### src/rtl/demod_frame_sync.sv
// rtl/demod_frame_sync.sv - symbol unpacker, 16-bit sync hunter and length-framed byte reassembler.
// Optional trailing XOR checksum byte is enabled by defining FRAME_CHECKSUM_EN.
module demod_frame_sync #(
  parameter logic [15:0] SYNC_WORD = 16'hF0B5
) (
  input  logic       clk,
  input  logic       rst,
  input  logic       sym_valid,
  input  logic [3:0] sym_data,
  input  logic [1:0] mod_sel,
  output logic       byte_valid,
  output logic [7:0] byte_data,
  output logic       sof,
  output logic       eof,
  output logic       frame_ok,
  output logic       frame_err,
  output logic       locked
);

`ifdef FRAME_CHECKSUM_EN
  typedef enum logic [1:0] {HUNT, LEN, PAYLOAD, CHECK} state_t;
`else
  typedef enum logic [1:0] {HUNT, LEN, PAYLOAD} state_t;
`endif

  state_t      state_q, state_d;
  logic [15:0] window_q, window_d;
  logic [6:0]  acc_q, acc_d;
  logic [2:0]  acc_cnt_q, acc_cnt_d;
  logic [1:0]  mod_q, mod_d;
  logic [7:0]  len_q, len_d;
  logic [7:0]  pay_cnt_q, pay_cnt_d;
`ifdef FRAME_CHECKSUM_EN
  logic [7:0]  ck_q, ck_d;
`endif
  logic        bv_d, sof_d, eof_d, ok_d, err_d;
  logic [7:0]  bd_d;

  logic [1:0]  mod_eff;
  logic [2:0]  k;
  logic [3:0]  field, sym_al;
  logic [15:0] win;
  logic        hit;
  logic [1:0]  hit_pos;
  logic [2:0]  rem_n;
  logic [10:0] acc_cat;
  logic [3:0]  cnt_cat;
  logic        done;
  logic [7:0]  byte_val;
  logic [2:0]  left_cnt;
  logic [6:0]  left_acc;
  logic        go_hunt;

  always_comb begin
    // Modulation tracks the live input only while hunting; it is frozen at lock.
    mod_eff = (state_q == HUNT) ? mod_sel : mod_q;
    k       = {1'b0, mod_eff} + 3'd1;
    field   = sym_data & (4'b1111 >> (3'd4 - k));
    sym_al  = field << (3'd4 - k);

    win     = window_q;
    hit     = 1'b0;
    hit_pos = 2'd0;
    for (int p = 0; p < 4; p++) begin
      if (!hit && (3'(p) < k)) begin
        win = {win[14:0], sym_al[2'(3 - p)]};
        if (win == SYNC_WORD) begin
          hit     = 1'b1;
          hit_pos = 2'(p);
        end
      end
    end
    rem_n = k - 3'd1 - {1'b0, hit_pos};

    acc_cat  = ({acc_q, 4'b0000} >> (3'd4 - k)) | {7'b0, field};
    cnt_cat  = {1'b0, acc_cnt_q} + {1'b0, k};
    done     = cnt_cat[3];
    byte_val = 8'(acc_cat >> (cnt_cat - 4'd8));
    left_cnt = cnt_cat[2:0];
    left_acc = acc_cat[6:0] & (7'h7F >> (3'd7 - left_cnt));

    state_d   = state_q;
    window_d  = window_q;
    acc_d     = acc_q;
    acc_cnt_d = acc_cnt_q;
    mod_d     = mod_q;
    len_d     = len_q;
    pay_cnt_d = pay_cnt_q;
`ifdef FRAME_CHECKSUM_EN
    ck_d      = ck_q;
`endif
    bv_d      = 1'b0;
    bd_d      = byte_data;
    sof_d     = 1'b0;
    eof_d     = 1'b0;
    ok_d      = 1'b0;
    err_d     = 1'b0;
    go_hunt   = 1'b0;

    if (sym_valid) begin
      if (state_q != HUNT) begin
        acc_d     = done ? left_acc : acc_cat[6:0];
        acc_cnt_d = done ? left_cnt : cnt_cat[2:0];
      end
      case (state_q)
        HUNT: begin
          if (hit) begin
            state_d   = LEN;
            mod_d     = mod_sel;
            window_d  = '0;
            acc_d     = {3'b000, field & (4'b1111 >> (3'd4 - rem_n))};
            acc_cnt_d = rem_n;
          end else begin
            window_d = win;
          end
        end
        LEN: begin
          if (done) begin
            if (byte_val == 8'h00) begin
              err_d   = 1'b1;
              go_hunt = 1'b1;
            end else begin
              len_d     = byte_val;
              pay_cnt_d = byte_val;
              state_d   = PAYLOAD;
`ifdef FRAME_CHECKSUM_EN
              ck_d      = byte_val;
`endif
            end
          end
        end
        PAYLOAD: begin
          if (done) begin
            bv_d      = 1'b1;
            bd_d      = byte_val;
            sof_d     = (pay_cnt_q == len_q);
            eof_d     = (pay_cnt_q == 8'd1);
            pay_cnt_d = pay_cnt_q - 8'd1;
`ifdef FRAME_CHECKSUM_EN
            ck_d      = ck_q ^ byte_val;
            if (pay_cnt_q == 8'd1) state_d = CHECK;
`else
            if (pay_cnt_q == 8'd1) begin
              ok_d    = 1'b1;
              go_hunt = 1'b1;
            end
`endif
          end
        end
`ifdef FRAME_CHECKSUM_EN
        CHECK: begin
          if (done) begin
            ok_d    = (byte_val == ck_q);
            err_d   = (byte_val != ck_q);
            go_hunt = 1'b1;
          end
        end
`endif
        default: go_hunt = 1'b1;
      endcase
    end

    // Leaving a frame drops any partial bits, including the rest of this symbol.
    if (go_hunt) begin
      state_d   = HUNT;
      acc_d     = '0;
      acc_cnt_d = '0;
      window_d  = '0;
    end
  end

  always_ff @(posedge clk or posedge rst) begin
    if (rst) begin
      state_q    <= HUNT;
      window_q   <= '0;
      acc_q      <= '0;
      acc_cnt_q  <= '0;
      mod_q      <= '0;
      len_q      <= '0;
      pay_cnt_q  <= '0;
`ifdef FRAME_CHECKSUM_EN
      ck_q       <= '0;
`endif
      byte_valid <= 1'b0;
      byte_data  <= 8'h00;
      sof        <= 1'b0;
      eof        <= 1'b0;
      frame_ok   <= 1'b0;
      frame_err  <= 1'b0;
      locked     <= 1'b0;
    end else begin
      state_q    <= state_d;
      window_q   <= window_d;
      acc_q      <= acc_d;
      acc_cnt_q  <= acc_cnt_d;
      mod_q      <= mod_d;
      len_q      <= len_d;
      pay_cnt_q  <= pay_cnt_d;
`ifdef FRAME_CHECKSUM_EN
      ck_q       <= ck_d;
`endif
      byte_valid <= bv_d;
      byte_data  <= bd_d;
      sof        <= sof_d;
      eof        <= eof_d;
      frame_ok   <= ok_d;
      frame_err  <= err_d;
      locked     <= (state_d != HUNT);
    end
  end

endmodule

### config.mk
export PLATFORM = sky130hd
export DESIGN_NAME = demod_frame_sync
export DESIGN_NICKNAME = d
export VERILOG_FILES = /design/src/rtl/demod_frame_sync.sv
export SDC_FILE = /design/constraint.sdc
export NUM_CORES = 1
export LEC_CHECK = 0
export ABC_AREA = 1
export CORE_MARGIN = 3
export CORE_UTILIZATION = 40
export DETAILED_ROUTE_END_ITERATION = 12
export PLACE_DENSITY = 0.64
export SLEW_MARGIN = 20
export SYNTH_ARGS = -nofsm -noshare
export SYNTH_HDL_FRONTEND = slang
export SYNTH_SLANG_ARGS = --single-unit
### constraint.sdc
create_clock -name clk -period 4.9 [get_ports clk]
set_input_delay 1.47 -clock clk [delete_from_list [all_inputs] [get_ports clk]]
set_output_delay 1.47 -clock clk [all_outputs]
set_load 0.03 [all_outputs]
==> run_results.csv, run 1 <==
group,metric,value,unit
floorplanning,fp.dieH,119,µm
cells_and_area,final_net_count,985,
cells_and_area,area_delta_synth_final,37.7,%
grt,gr-total-overflow,0,
timing,relSlewSlack,0.604,
routing,vias,5787,
setup_path,crit_fanout,7,
cells_and_area,diodes,0,
setup_path,critPathRequiredTime,5.16,ns
timing,setup_violations,0,
timing,max_clock_freq,211,MHz
synthesis,muxShareOfSynthArea,0,
floorplanning,initial_core_util,0.417,
timing,clock_skew,0.0113,ns
setup_path,cpMaxStageDelayCell,"fa_1",
floorplanning,die_area,14200,µm²
setup_path,endpoint_kind,"flop",
placed_design,dp_slack,-0.642,ns
synthesis,async_flop_share,1.00,
cts,cts_sinks,58,
cells_and_area,drive_above_1_share,0.251,
floorplanning,core_area,12300,µm²
cells_and_area,fillers,1141,
setup_path,regToRegSetupSlack,0.52,ns
synthesis,synth-seq-cells,58,
routing,drt-total-wl,15800,µm
hold_path,hp-class,"flop to flop",
power,powerDensity,867,nW/µm²
synthesis,ys_types,40,
synthesis,syn_area,5120,µm²
timing,min_period_over_period,0.968,
synthesis,avgSynthCellArea,6.25,µm²
setup_path,crit_arrival,5.01,ns
routing,wl_per_cell,13.9,µm
grt,grt_pass1_wl,26300,µm
grt,grt_max_degree,31,
timing,slew_violations,0,
grt,grt_usage,0.226,
synthesis,synthTopCellsByArea,"dfrtp_1 (28%), nand2_1 (21%), o21ai_0 (7.0%)",
setup_path,critical_path_class,"input pin to flop",
routing,first_pass_iters,5,
timing,rsz0062_at_grt,"true",
timing,worst_slack,0.156,ns
cts,cts_buffers,9,
floorplanning,die_x,119,µm
floorplanning,num_io_pins,23,
setup_path,startpoint_type,"input pin",
power,ir_drop,0.323,mV
placed_design,gp_congestion,0.894,
synthesis,synth_top_area_frac,0.284,
cts,htree_levels,3,
floorplanning,rows,40,
grt,grt_pass1_vias,5299,
synthesis,yosysWarnings,0,
synthesis,synth_xor_area_frac,0.0188,
flow_run,cap_violations,0,
routing,remaining_drc_errors,0,
placed_design,dp_hpwl,11900,µm
outcome,outcome,"completed",
synthesis,synthAdderAreaFrac,0.0396,
synthesis,synth.yosys.seq_area_share,0.284,
timing,tightest_slew,0.591,ns
synthesis,synth_top_family_by_area,"simple AND/OR/NAND/NOR gates",
cts,path_clk_slew,0.05,ns
synthesis,synthCells,819,
synthesis,syn_nets,843,
timing,holdWs,0.480,ns
placed_design,numPortBuffers,22,
synthesis,ys.flop_type,"dfrtp_1",
cts,cts_tree,"done",
synthesis,synth_edf_count,0,
cts,insertion_delay,0.33,ns
power,p_leak,3.53,nW
routing,drtIter0Drc,576,
synthesis,synth_compound_area_frac,0.147,
routing,drtAntennaViolNets,0,
routing,via_per_inst,5.10,
synthesis,yosysTopAreaCell,"dfrtp_1",
cts,clk_path_buf_depth,2,
setup_path,cpPeakStageDelay,0.55,ns
cts,root_buffer,"clkbuf_16",
synthesis,synthSimpleGateAreaFrac,0.408,
timing,finalCriticalPeriod,4.74,ns
setup_path,crit_top_cell,"nand2_1",
grt,antenna_found_initial,0,
timing,final_hold_viol_count,0,
## metrics by stage
stage | utilization | std cells | setup TNS, ns | instance area [µm²] | power [mW]
floorplan | - | 819 | -0.192 | 5270 | 3.43
global placement | 0.526 | 1102 | -13.01 | 6450 | 5.12
detailed placement | 0.526 | 1102 | -13.01 | 6450 | 5.14
CTS | 0.557 | 1121 | 0 | 6830 | 5.90
global route | 0.574 | 1134 | -0.241 | 7040 | 6.70
finish | 0.574 | 1134 | 0 | 7040 | 6.10
## sequential cells by signal, summed over array words and instances, names as in the netlist
name        count
acc_cnt_q       3
acc_q           7
byte_data       8
byte_valid      1
eof             1
frame_err       1
len_q           8
locked          1
mod_q           2
pay_cnt_q       8
sof             1
state_q         2
window_q       15
## metal layers
layer | share of wire | wire (µm) | global-route usage | vias to the layer above
met5 | 0 | 0 | 0 | -
li1 | - | - | - | 2959
met1 | 0.47 | 7500 | 0.333 | 2617
met3 | 0.066 | 1040 | 0.0399 | 17
met2 | 0.45 | 7110 | 0.346 | 194
met4 | 0.0099 | 157 | 0.0485 | 0
## final timing paths
check | from | to | cells after the start
worst max-delay path | mod_sel[1] | acc_q[2]$_DFFE_PP0P_ | 30
worst min-delay path | byte_data[6]$_DFFE_PP0P_ | byte_data[6]$_DFFE_PP0P_ | 2
worst max register to register | state_q[0]$_DFF_PP0_ | acc_q[2]$_DFFE_PP0P_ | 29
worst min register to register | byte_data[6]$_DFFE_PP0P_ | byte_data[6]$_DFFE_PP0P_ | 2
max in group asynchronous | rst | acc_q[0]$_DFFE_PP0P_ | 3
min in group asynchronous | rst | byte_data[3]$_DFFE_PP0P_ | 2
## where the power goes
group	switching [mW]	leakage [nW]	total (mW)	internal, mW
registers	0.188	0.760	0.833	0.646
clock network	0.212	0.163	0.684	0.472
logic	2.61	2.61	4.59	1.98
## area by class of cell
class,instances,area [µm²],area share
multi-input combinational,645,3400,0.483
sequential,58,1450,0.206
timing repair buffer,159,1310,0.185
inverter,88,342,0.0485
clock buffer,12,256,0.0364
tap,168,210,0.0298
clock inverter,4,73.8,0.0105
## placed cells by master (no fill, tap or decap), types with 4 or more instances in the layout
cell and count:
nand3_2 11, xnor2_1 9, o21ai_2 13, ha_1 9, nand2_2 22, nand2_4 7, o2111ai_1 4, inv_1 77
dfrtp_1 58, nand3_4 4, nor2_2 10, o21ai_1 11, nand2_1 259, a21oi_1 9, inv_2 6, o211ai_1 7
clkdlybuf4s50_1 20, o21ai_0 71, a31oi_1 4, nand3_1 63, nor2_1 72, buf_4 133, nor3_1 10, nand4_1 26
clkbuf_16 10
## worst max-delay path: cells and delay by family
| kind | cells | cell delay (ns) |
|---|---|---|
| AO/OA/AOI/OAI | 2 | 0.24 |
| buffers and inverters | 6 | 0.55 |
| AND/OR/NAND/NOR | 17 | 1.41 |
| adder cells (fa/ha/maj) | 5 | 1.36 |
## kinds of logic after synthesis
family | Yosys count
flops | 58
fa+ha+maj | 15
xor+xnor | 11
compound gates | 127
simple gates | 487
buf+inv | 121
## what timing repair did
item | 4_1_cts | 5_1_grt
gates resized for setup | 8 | 37
hold buffers | 0 | 0
pin swaps | 10 | 24
cloned | 2 | 4
buffers inserted | 1 | 9
endpoints found under the setup margin | 11 | 41
endpoints found under the hold margin | 0 | 0
## Yosys cell counts, types with 11 or more instances
cell and n:
nand4_1 26, o21ai_0 72, o21ai_2 11, nor3_1 12, dfrtp_1 58, nand3_1 71, inv_1 82, o21ai_1 12
clkbuf_1 15, nor2_1 78, nand2_1 280, ha_1 13
Note: power is estimated with default switching activity, not from simulation.
==> inputs of run 2 (changes only) <==
Settings changed: CORE_MARGIN 3 to 4.
==> run 2 against run 1 <==
Combinational power is essentially flat. Wire length about the same. Hold slack is essentially flat. Clock power increased by 1%.
==> run_results.csv, run 2 (synthesis results as in run 1) <==
group,metric,value,unit
outcome,outcome,"completed",
cells_and_area,final_net_count,981,
timing,finalCriticalPeriod,4.79,ns
cts,cts_buffers,9,
floorplanning,core_area,12600,µm²
floorplanning,fp.dieH,121,µm
timing,setup_tns,0,ns
cells_and_area,diodes,0,
cts,clk_path_buf_depth,2,
cells_and_area,regMostFlops,"window_q",
timing,max_clock_freq,209,MHz
timing,min_period_over_period,0.979,
placed_design,dp_hpwl,11900,µm
flow_run,cap_violations,0,
timing,slew_violations,0,
cts,cts_sinks,58,
setup_path,startpoint_type,"input pin",
grt,top_usage_layer,"met2",
timing,final_hold_viol_count,0,
placed_design,gp_congestion,0.911,
cells_and_area,seq_area,1450,µm²
cells_and_area,fin_area,7010,µm²
routing,drtIter0Drc,483,
placed_design,numPortBuffers,22,
grt,grt_pass1_wl,26100,µm
setup_path,r2r_cells,29,
routing,vias,5854,
placed_design,place_area,6450,µm²
setup_path,crit_top_cell,"nand2_1",
cells_and_area,largest_register_ffs,15,
timing,holdWs,0.480,ns
grt,grt_pass1_vias,5351,
grt,antenna_found_initial,0,
cells_and_area,fillers,1221,
routing,first_pass_iters,7,
grt,grt_max_degree,36,
grt,grt_util_met3,0.0448,
setup_path,crit_fanout,9,
grt,grtUsageMet2,0.340,
power,powerDensity,869,nW/µm²
cts,root_buffer,"clkbuf_16",
cts,htree_levels,3,
hold_path,hold_depth,2,
cts,cts_tree,"done",
routing,drtAntennaViolNets,0,
routing,via_per_inst,5.16,
cells_and_area,mostFrequentLayoutCells,"nand2_1 (261), buf_4 (129), inv_1 (76)",
timing,tightest_slew,0.730,ns
floorplanning,die_x,121,µm
routing,wl_per_cell,13.9,µm
grt,gr-total-overflow,0,
cts,cts_hold_buf,0,
cts,path_clk_slew,0.05,ns
timing,rsz0062_at_grt,"true",
floorplanning,die_area,14700,µm²
grt,grt_usage,0.220,
power,finalPower,6.09,mW
cells_and_area,area_delta_synth_final,37.0,%
setup_path,critPathRequiredTime,5.16,ns
timing,clock_skew,0.00669,ns
floorplanning,rows,41,
timing,relSlewSlack,0.513,
setup_path,cpPeakStageDelay,0.56,ns
cells_and_area,layout_commonest_cell,"nand2_1",
setup_path,critical_path_class,"input pin to flop",
cells_and_area,instances_no_fill,1134,
power,ir_drop,0.436,mV
placed_design,placedCellCount,1107,
timing,setup_violations,0,
cells_and_area,multi_input_area,3430,µm²
floorplanning,initial_core_util,0.407,
floorplanning,num_io_pins,23,
cells_and_area,drive_above_1_share,0.247,
power,p_leak,3.50,nW
setup_path,crit_arrival,5.06,ns
hold_path,hp-class,"flop to flop",
grt,met1_usage,0.318,
routing,drt-total-wl,15800,µm
setup_path,cpMaxStageDelayCell,"fa_1",
cts,insertion_delay,0.33,ns
routing,remaining_drc_errors,0,
setup_path,endpoint_kind,"flop",
## run 2: cell types whose count changed in the layout (fill, tap and decap cells not counted), sizes merged
cell	change
buf	-3
clkbuf	-1
## run 2: final cells by class
type,count,share of cell area
clock buffer,12,0.0366
clock inverter,4,0.0105
timing repair buffer,155,0.178
multi-input combinational,645,0.489
tap,172,0.0307
inverter,88,0.0484
sequential,58,0.207
## run 2: critical path: cells and delay by family
| kind | cells | cell delay [ns] |
|---|---|---|
| adders and majority gates | 5 | 1.42 |
| and+or+nand+nor | 16 | 1.35 |
| buffers and inverters | 6 | 0.59 |
| AOI/OAI and AO/OA | 2 | 0.22 |
## run 2: metal layers
layer | up-vias | part of all wire
met1 | 2664 | 0.47
met5 | - | 0
met4 | 0 | 0.014
met2 | 209 | 0.45
li1 | 2961 | -
met3 | 20 | 0.067
## run 2: repair_timing
| action | CTS | global route |
|---|---|---|
| setup endpoints to repair | 12 | 36 |
| pin swaps | 12 | 21 |
| buffers inserted | 2 | 4 |
| resized for setup | 22 | 30 |
| gates cloned | 3 | 2 |
## run 2: where the power goes
group | switching [mW] | internal, mW
logic | 2.61 | 1.96
clock network | 0.221 | 0.473
registers | 0.183 | 0.646
## run 2: worst paths after layout
check / startpoint / to / slack [ns]
min: byte_data[7]$_DFFE_PP0P_ / byte_data[7]$_DFFE_PP0P_ / 0.48
min in group asynchronous: rst / window_q[8]$_DFFE_PP0P_ / 1.59
max: mod_sel[1] / acc_q[2]$_DFFE_PP0P_ / 0.11
max in group asynchronous: rst / pay_cnt_q[7]$_DFFE_PP0P_ / 2.51
max reg2reg: state_q[0]$_DFF_PP0_ / acc_q[2]$_DFFE_PP0P_ / 0.49
min reg2reg: byte_data[7]$_DFFE_PP0P_ / byte_data[7]$_DFFE_PP0P_ / 0.48
## run 2: stage by stage
stage / worst slack [ns] / utilization
floorplan: -0.0646 / -
global placement: -0.650 / 0.513
detailed placement: -0.711 / 0.513
CTS: 0.00180 / 0.547
global route: -0.135 / 0.558
finish: 0.105 / 0.558
==> inputs of run 3 (changes only) <==
Settings changed: ABC_AREA 1 to 0.
==> run 3 against run 2 <==
The run now ends with setup timing left. Critical path type unchanged. Clock power decreased by 13%. Largest cell class unchanged. Wire length increased by 49%. Critical path depth decreased by 7.
==> run_results.csv, run 3 <==
group,metric,value,unit
outcome,outcome,"complete, but fails checks",
outcome,violations,"setup timing",
setup_path,startpoint_type,"input pin",
setup_path,timing.rr.start,"state_q[1]$_DFF_PP0_",
grt,grt_pass1_wl,36100,µm
cts,root_buffer,"clkbuf_16",
cells_and_area,largest_register_ffs,15,
setup_path,critical_path_class,"input pin to flop",
placed_design,placedCellCount,1015,
timing,relSlewSlack,0.391,
placed_design,gp_congestion,1.02,
timing,tightest_slew,0.913,ns
timing,setup_tns,-11.81,ns
cells_and_area,final_net_count,914,
power,p_seq_frac,0.271,
power,power.internal,1.19,mW
power,combPwrFrac,0.411,
floorplanning,num_io_pins,23,
cells_and_area,area_delta_synth_final,50.4,%
routing,first_pass_iters,5,
cells_and_area,mostFrequentLayoutCells,"buf_4 (192), nand2_1 (66), dfrtp_1 (58)",
synthesis,yosysMostFrequentCell,"nand2_1",
synthesis,yosysWarnings,0,
cts,path_clk_slew,0.06,ns
power,powerDensity,228,nW/µm²
routing,wl_per_cell,22.0,µm
setup_path,crit_arrival,5.64,ns
cells_and_area,diodes,0,
grt,grt_pass1_vias,6519,
routing,via_per_inst,6.30,
hold_path,whs_endpoint,"byte_data[4]$_DFFE_PP0P_",
floorplanning,fp.dieH,126,µm
placed_design,place_area,7210,µm²
routing,met1_length,10200,µm
timing,rsz0062_at_grt,"true",
synthesis,synthCells,700,
power,power_frac_clock,0.318,
synthesis,synth_top_area_frac,0.262,
cts,insertion_delay,0.34,ns
cells_and_area,instances_no_fill,1071,
floorplanning,core_area,13400,µm²
cells_and_area,seq_area,1450,µm²
placed_design,dp_hpwl,16700,µm
synthesis,syn_area,5540,µm²
cts,clk_path_buf_depth,2,
floorplanning,initial_core_util,0.414,
floorplanning,die_area,15800,µm²
placed_design,numPortBuffers,22,
setup_path,regToRegSetupSlack,0.13,ns
setup_path,regToRegEndpoint,"acc_q[1]$_DFFE_PP0P_",
synthesis,async_flop_share,1.00,
cts,cts_tree,"done",
timing,setup_violations,45,
timing,max_clock_freq,186,MHz
cells_and_area,regMostFlops,"window_q",
floorplanning,die_x,126,µm
hold_path,hold_depth,2,
grt,gr-total-overflow,0,
setup_path,r2r_cells,22,
floorplanning,rows,42,
timing,clock_skew,0.0103,ns
flow_run,cap_violations,0,
synthesis,synth.yosys.seq_area_share,0.262,
synthesis,synthTopCellsByArea,"dfrtp_1 (26%), o21ai_0 (4.8%), nand2_1 (4.7%)",
routing,dr_wl_met3,2180,µm
hold_path,hold_path_startpoint,"byte_data[4]$_DFFE_PP0P_",
timing,finalCriticalPeriod,5.37,ns
power,power_switching,704,µW
synthesis,ys.flop_type,"dfrtp_1",
synthesis,synth-seq-cells,58,
cells_and_area,drive_above_1_share,0.400,
routing,drt-total-wl,23500,µm
cells_and_area,layout_commonest_cell,"buf_4",
hold_path,hp-class,"flop to flop",
grt,grt_max_degree,42,
timing,min_period_over_period,1.10,
routing,wl_met2,10500,µm
synthesis,synth_edf_count,0,
setup_path,crit_fanout,5,
setup_path,endpoint_kind,"flop",
routing,remaining_drc_errors,0,
cells_and_area,fin_area,8340,µm²
routing,highest_layer,"met4",
routing,drtIter0Drc,648,
synthesis,avgSynthCellArea,7.92,µm²
routing,vias,6747,
cells_and_area,fillers,1156,
synthesis,yosysTopAreaCell,"dfrtp_1",
synthesis,syn_nets,724,
power,switching_share,0.371,
timing,worst_slack,-0.469,ns
synthesis,ys_top_cells_by_count,"nand2_1 (70), dfrtp_1 (58), nor2_1 (53), o21ai_0 (53)",
cts,cts_sinks,58,
grt,grt_usage,0.288,
cells_and_area,multi_input_area,4170,µm²
cts,cts_buffers,9,
routing,drtAntennaViolNets,0,
cts,htree_levels,3,
synthesis,ys_types,97,
power,p_leak,3.53,nW
setup_path,critPathRequiredTime,5.17,ns
timing,final_hold_viol_count,0,
power,ir_drop,0.198,mV
grt,antenna_found_initial,0,
timing,slew_violations,0,
-- run 3: cell count changes in the layout (fill, tap and decap cells not counted), moves of 16 or more --
cell,before,now
a21oi_1,9,29
nand2_1,261,66
buf_4,129,192
nor2_1,72,50
nand3_1,62,32
inv_1,76,31
o21ai_0,68,43
nand2_2,21,1
nand4_1,26,10
-- run 3: cell type report --
class / instances / area share
clock buffer: 9 / 0.0270
clock inverter: 7 / 0.00660
inverter: 39 / 0.0197
multi-input combinational: 544 / 0.500
sequential: 58 / 0.174
tap: 176 / 0.0264
timing repair buffer: 238 / 0.246
-- run 3: cell families after synthesis --
family | share of synthesized area
buffers and inverters | 0.0765
flip-flops | 0.262
adder cells (fa/ha/maj) | 0.0366
multiplexers | 0.0539
AO/OA/AOI/OAI | 0.316
AND/OR/NAND/NOR | 0.233
XOR/XNOR | 0.0221
-- run 3: metrics by stage --
step                      hold slack (ns)  power [mW]   util  setup WS (ns)
after global placement              0.465        1.16  0.538          -1.47
after CTS                           0.490        1.83  0.605         -0.480
final                               0.489        1.90  0.622         -0.469
after floorplan                     0.470       0.864      -          -1.05
after detailed placement            0.477        1.16  0.538          -1.54
after global routing                0.503        1.97  0.622         -0.633
-- run 3: worst max-delay path by stage --
| stage | start | to | slack (ns) |
|---|---|---|---|
| floorplan | mod_sel[0] | acc_q[1]$_DFFE_PP0P_ | -1.05 |
| global placement | mod_sel[0] | acc_q[1]$_DFFE_PP0P_ | -1.47 |
| detailed placement | mod_sel[0] | acc_q[1]$_DFFE_PP0P_ | -1.54 |
| CTS | mod_sel[0] | acc_q[1]$_DFFE_PP0P_ | -0.48 |
| global route | mod_sel[0] | acc_q[1]$_DFFE_PP0P_ | -0.63 |
| finish | mod_sel[0] | acc_q[1]$_DFFE_PP0P_ | -0.47 |
-- run 3: power groups by stage --
stage | clock (mW) | sequential (mW) | combinational [mW]
after floorplan | 0 | 0.521 | 0.343
after global placement | 0 | 0.520 | 0.639
after detailed placement | 0 | 0.521 | 0.638
after CTS | 0.605 | 0.512 | 0.713
after global routing | 0.631 | 0.516 | 0.823
final | 0.604 | 0.514 | 0.781
-- run 3: per-layer routing --
| layer | vias to the layer above | global-route usage |
|---|---|---|
| met4 | 0 | 0.0835 |
| met1 | 3306 | 0.403 |
| met2 | 362 | 0.432 |
| met5 | - | 0 |
| li1 | 3015 | - |
| met3 | 64 | 0.0838 |
-- run 3: timing repair --
action	CTS	global route
cloned	3	0
hold buffers	0	0
endpoints found under the setup margin	52	45
hold endpoints to repair	0	0
pin swaps	32	28
resized for setup	71	53
buffers inserted	29	14
-- run 3: worst max-delay path, cell delays in order --
cell and delay (ns):
buf_8 0.08, or3b_4 0.41, nand2_8 0.09, inv_8 0.03
ha_4 0.16, buf_4 0.15, nor2_2 0.07, o41a_1 0.13
a31oi_1 0.06, or4_4 0.51, a2111oi_4 0.39, o21ai_2 0.12
o41a_1 0.13, ha_2 0.18, inv_2 0.06, fa_2 0.47
ha_4 0.19, ha_4 0.22, or4_4 0.41, o21ai_2 0.12
a22oi_1 0.07, a21oi_1 0.12
